`config.mk`:
```
export PLATFORM = sky130hd
export DESIGN_NAME = sha256_word_receiver
export DESIGN_NICKNAME = d
export VERILOG_FILES = /design/src/rtl/sha256_word_receiver.sv
export SDC_FILE = /design/constraint.sdc
export NUM_CORES = 1
export LEC_CHECK = 0
export CAP_MARGIN = 5
export CORE_ASPECT_RATIO = 1.4
export CORE_MARGIN = 3
export CORE_UTILIZATION = 60
export CTS_CLUSTER_DIAMETER = 200
export CTS_CLUSTER_SIZE = 14
export DETAILED_ROUTE_END_ITERATION = 12
export MAX_ROUTING_LAYER = met4
export PLACE_DENSITY = 0.76
export SYNTH_ARGS = -nofsm -noshare
export SYNTH_HDL_FRONTEND = slang
export SYNTH_SLANG_ARGS = --single-unit
```
`constraint.sdc`:
```
create_clock -name clk -period 6 [get_ports clk]
set_input_delay 1.2 -clock clk [delete_from_list [all_inputs] [get_ports clk]]
set_output_delay 1.2 -clock clk [all_outputs]
set_load 0.005 [all_outputs]
```
`src/rtl/sha256_word_receiver.sv`:
```
// sha256_word_receiver
//
// Receiving end of the 32-bit SHA-256 message word stream. Words strobed by
// EN are collected into a 16-entry message-schedule buffer. Once a full
// 512-bit block is present it is offered to the compression core with a
// valid/ready handshake. The buffer stays frozen from then until the core
// reports completion, and busy tells the feeder to hold off.
//
// Ports:
//   clk        single clock, rising edge
//   rst        synchronous reset, active-low
//   init       start of a new message: clears word/block counters and ovr
//   EN         word strobe; idata32 valid this cycle
//   idata32    message word (first strobed word is W0)
//   busy       receiver cannot accept words (block full or core running)
//   blk_valid  16 words buffered and offered to the core
//   blk_ready  core accepts the block (handshake on blk_valid & blk_ready)
//   first_blk  offered block is block 0 of the message
//   core_done  one-cycle pulse, core finished the block
//   w_rd_idx   word index the core is reading
//   w_rd_data  registered buffer word at w_rd_idx (1-cycle latency)
//   blk_cnt    blocks completed since last init, wraps 255 -> 0
//   ovr        sticky: EN seen while busy

module sha256_word_receiver #(
   parameter int NWORDS = 16
) (
   input  logic        clk,
   input  logic        rst,
   input  logic        init,
   input  logic        EN,
   input  logic [31:0] idata32,
   output logic        busy,
   output logic        blk_valid,
   input  logic        blk_ready,
   output logic        first_blk,
   input  logic        core_done,
   input  logic [3:0]  w_rd_idx,
   output logic [31:0] w_rd_data,
   output logic [7:0]  blk_cnt,
   output logic        ovr
);

   localparam int WC_W = $clog2(NWORDS);
   localparam logic [WC_W-1:0] WC_LAST = WC_W'(NWORDS - 1);

   typedef enum logic [1:0] {
      COLLECT = 2'd0,
      FULL    = 2'd1,
      RUN     = 2'd2
   } state_t;

   state_t          state;
   state_t          state_nxt;
   logic [WC_W-1:0] wc;
   logic [31:0]     msg_buf [NWORDS];
   logic            wr_en;
   logic            blk_done;

   // A word is only taken while collecting; init discards a coincident word.
   assign wr_en    = rst && EN && (state == COLLECT) && !init;
   assign blk_done = (state == RUN) && core_done;

   // Next-state logic; init overrides every other transition.
   always_comb begin
      state_nxt = state;
      case (state)
         COLLECT: if (EN && (wc == WC_LAST)) state_nxt = FULL;
         FULL:    if (blk_ready)             state_nxt = RUN;
         RUN:     if (core_done)             state_nxt = COLLECT;
         default:                            state_nxt = COLLECT;
      endcase
      if (init) state_nxt = COLLECT;
   end

   always_ff @(posedge clk) begin
      if (!rst) begin
         state     <= COLLECT;
         wc        <= '0;
         blk_cnt   <= '0;
         ovr       <= 1'b0;
         w_rd_data <= '0;
      end else begin
         state     <= state_nxt;
         w_rd_data <= msg_buf[w_rd_idx];
         if (init) begin
            wc      <= '0;
            blk_cnt <= '0;
            ovr     <= 1'b0;
         end else begin
            // wc wraps to 0 on the 16th word, ready for the next block.
            if (wr_en)
               wc <= wc + 1'b1;
            if (blk_done)
               blk_cnt <= blk_cnt + 8'd1;
            if (EN && (state != COLLECT))
               ovr <= 1'b1;
         end
      end
   end

   // Buffer storage carries no reset; stale contents are simply overwritten.
   always_ff @(posedge clk) begin
      if (wr_en)
         msg_buf[wc] <= idata32;
   end

   assign busy      = (state != COLLECT);
   assign blk_valid = (state == FULL);
   assign first_blk = (blk_cnt == 8'd0);

endmodule

```
==> flow_metrics.py <==
metrics = {
    "outcome": {
        "status": "complete, no violations",
    },
    "detailed_routing": {
        "routed_wl_um": 44500,
        "routedWlPerCell_um": 25.37,
        "first_pass_iters": 5,
        "postRouteAntennaNets": 0,
        "drt_iter0_drc": 1181,
        "drc": 0,
        "vias": 10924,
        "routed_via_density": 6.228,
    },
    "die": {
        "core_area_sq_mm": 0.03496,
        "initial_core_util_pct": 60.87,
        "dieArea_sq_mm": 0.03780,
        "rows": 81,
        "boundaryPins": 86,
        "die_x_um": 165.2,
        "die_height_um": 228.8,
    },
    "clock_network": {
        "clock-sinks": 559,
        "clk_latency_ns": 0.55,
        "clk_pin_slew_worst_paths_ns": 0.06,
        "hold_buffers": 0,
        "root_buffer": "clkbuf_16",
        "cts_tree": "built",
        "cts_max_level": 2,
        "ctsResizeCount": 0,
        "post_cts_buffers": 0,
        "cts_inserted_buffers": 45,
        "clk_path_buf_depth": 3,
    },
    "finish": {
        "n_antenna_cell": 0,
        "areaGrowthSynthToFinish_pct": 12.23,
        "final_nets": 1310,
        "drive_gt1_share_pct": 8.860,
        "final_util_pct": 68.31,
    },
    "logic_synthesis": {
        "yosysMostFrequentCell": "edfxtp_1",
        "synth.largest_area_cell": "edfxtp_1",
        "synth_seq_cells": 559,
        "syn_inst": 1167,
        "ys_async_sr_fraction_pct": 0,
        "yosys_warnings": 0,
        "synth_nets": 1215,
        "synth.distinct_cells": 38,
        "synth_top_area_share_pct": 72.24,
        "syn_area_sq_mm": 0.02128,
        "synth_area_leaders": "edfxtp_1 (72%), mux2i_1 (11%), dfxtp_1 (4.4%)",
        "yosys-top-cells-count": "edfxtp_1 (512), mux2i_1 (224), a22oi_1 (97)",
        "synth_seq_area_share_pct": 76.67,
        "synth_edf_count": 512,
        "synthFlopType": "edfxtp_1",
        "syn_avg_cell_area_sq_um": 18.24,
    },
    "sta": {
        "finalHoldViolations": 0,
        "setup_viol": 0,
        "min_period_ns": 3.666,
        "drv_slew": 0,
        "max_slew_margin_pct": 25.99,
        "tightest_slew_ns": 1.107,
        "min_period_over_period_pct": 61.10,
        "finalSetupTns_ns": 0,
        "max_clock_freq_mhz": 272.8,
        "rsz0062_at_grt": "no",
        "skew_ns": 0.02255,
        "fin_hold_ws_ns": 0.5244,
    },
    "min_path": {
        "hold_path.class": "reg2reg",
        "min_path_cells": 2,
        "hold_start": "blk_cnt[0]$_SDFFE_PP0P_",
    },
    "placement": {
        "io_buffer_count": 85,
        "gp_congestion": 0.7740,
        "place_hpwl_um": 24250,
    },
    "pwr": {
        "ir_drop_mv": 0.2370,
        "leakage_nw": 8.206,
        "powerDensity_mw_per_mm2": 308.9,
    },
    "setup_path": {
        "critical_path.max_fanout": 5,
        "endpoint_kind": "output port",
        "crit_chain": "inv_1, ha_1, or4b_2, nor4_1, clkdlybuf4s50_1",
        "slowest_delay_ns": 0.58,
        "path_class": "reg2out",
        "worstRegToRegCells": 4,
        "regToRegStartpoint": "state[1]$_SDFFE_PP0P_",
        "worst_setup_path_start_kind": "register",
        "cp-startpoint": "blk_cnt[0]$_SDFFE_PP0P_",
        "cp_num_cells": 5,
        "crit_slowest_cell": "or4b_2",
        "crit_required_ns": 4.80,
        "path_buf_inv": 2,
        "crit_family": "simple AND/OR/NAND/NOR gates",
        "arrival_ns": 2.47,
    },
    "global_route": {
        "overflow": 0,
        "grt_pass1_wl_um": 67860,
        "antenna_found_initial": 0,
        "grt_max_degree": 90,
        "grt.total_usage_pct": 24.60,
        "grt_pass1_vias": 11336,
    },
    "run": {
        "cap_violations": 0,
    },
}
## worst paths after layout
check,end,slack [ns]
worst max-delay path,first_blk,2.33
worst min-delay path,blk_cnt[0]$_SDFFE_PP0P_,0.52
worst max register to register,msg_buf[11][17]$_DFFE_PP_,3.27
worst min register to register,blk_cnt[0]$_SDFFE_PP0P_,0.52
## power breakdown
| part | switching (mW) | internal, mW |
|---|---|---|
| sequential | 0.00987 | 4.28 |
| clock | 1.25 | 1.47 |
| combinational | 0.222 | 0.152 |
## metrics by stage
stage / std cells / cell area (sq um) / setup WS [ns] / total power [mW]
floorplan: 1167 / 21280 / 1.490 / 4.576
global placement: 1671 / 22570 / 1.907 / 4.736
detailed placement: 1671 / 22570 / 1.836 / 4.744
CTS: 1754 / 23880 / 2.310 / 7.418
global route: 1754 / 23880 / 2.208 / 7.586
finish: 1754 / 23880 / 2.334 / 7.377
## flip-flops by register name (all words and copies together), names as in the netlist
register	cells
ovr	1
wc	4
state	2
w_rd_data	32
msg_buf	512
blk_cnt	8
## cell usage in the layout (no fill, tap or decap), types with 16 or more instances in the layout
| master | count |
|---|---|
| a22oi_1 | 97 |
| nand2_1 | 60 |
| clkbuf_16 | 47 |
| o21ai_1 | 32 |
| buf_4 | 23 |
| mux4_2 | 16 |
| clkbuf_1 | 35 |
| mux2i_1 | 224 |
| o22ai_1 | 16 |
| clkdlybuf4s50_1 | 84 |
| edfxtp_1 | 512 |
| dfxtp_1 | 47 |
| a221oi_1 | 16 |
## worst register-to-register path, delay by kind of cell, from the launching register on
family / cells / cell delay [ns]
DFF: 1 / 0.37
and+or+nand+nor: 3 / 1.63
buffers and inverters: 1 / 0.42
## logic make-up after synthesis
kind of cell,after synthesis,share of synthesized area [%]
AND/OR/NAND/NOR,117,2.475
flip-flops,559,76.67
XOR/XNOR,8,0.3293
buffers and inverters,69,2.481
AO/OA/AOI/OAI,168,5.468
adder cells (fa/ha/maj),6,0.3527
multiplexers,240,12.23
## per-layer routing
| metal | vias up | part of all wire, % | GRT usage (%) | routed length, um |
|---|---|---|---|---|
| met5 | - | 0 | - | 0 |
| met4 | 0 | 2.6 | 7.501 | 1148 |
| met3 | 85 | 6.2 | 3.173 | 2745 |
| met2 | 431 | 51 | 40.25 | 22830 |
| met1 | 5588 | 40 | 32.56 | 17780 |
| li1 | 4820 | - | - | - |
## layout make-up
| class | count | area, sq um |
|---|---|---|
| clock buffer | 82 | 1308 |
| sequential | 559 | 16320 |
| timing repair buffer | 111 | 1089 |
| multi-input combinational | 539 | 4571 |
| fill | 2256 | 11080 |
| clock inverter | 1 | 8.758 |
| tap | 456 | 570.5 |
| inverter | 6 | 22.52 |
Note: power is estimated with default switching activity, not from simulation.
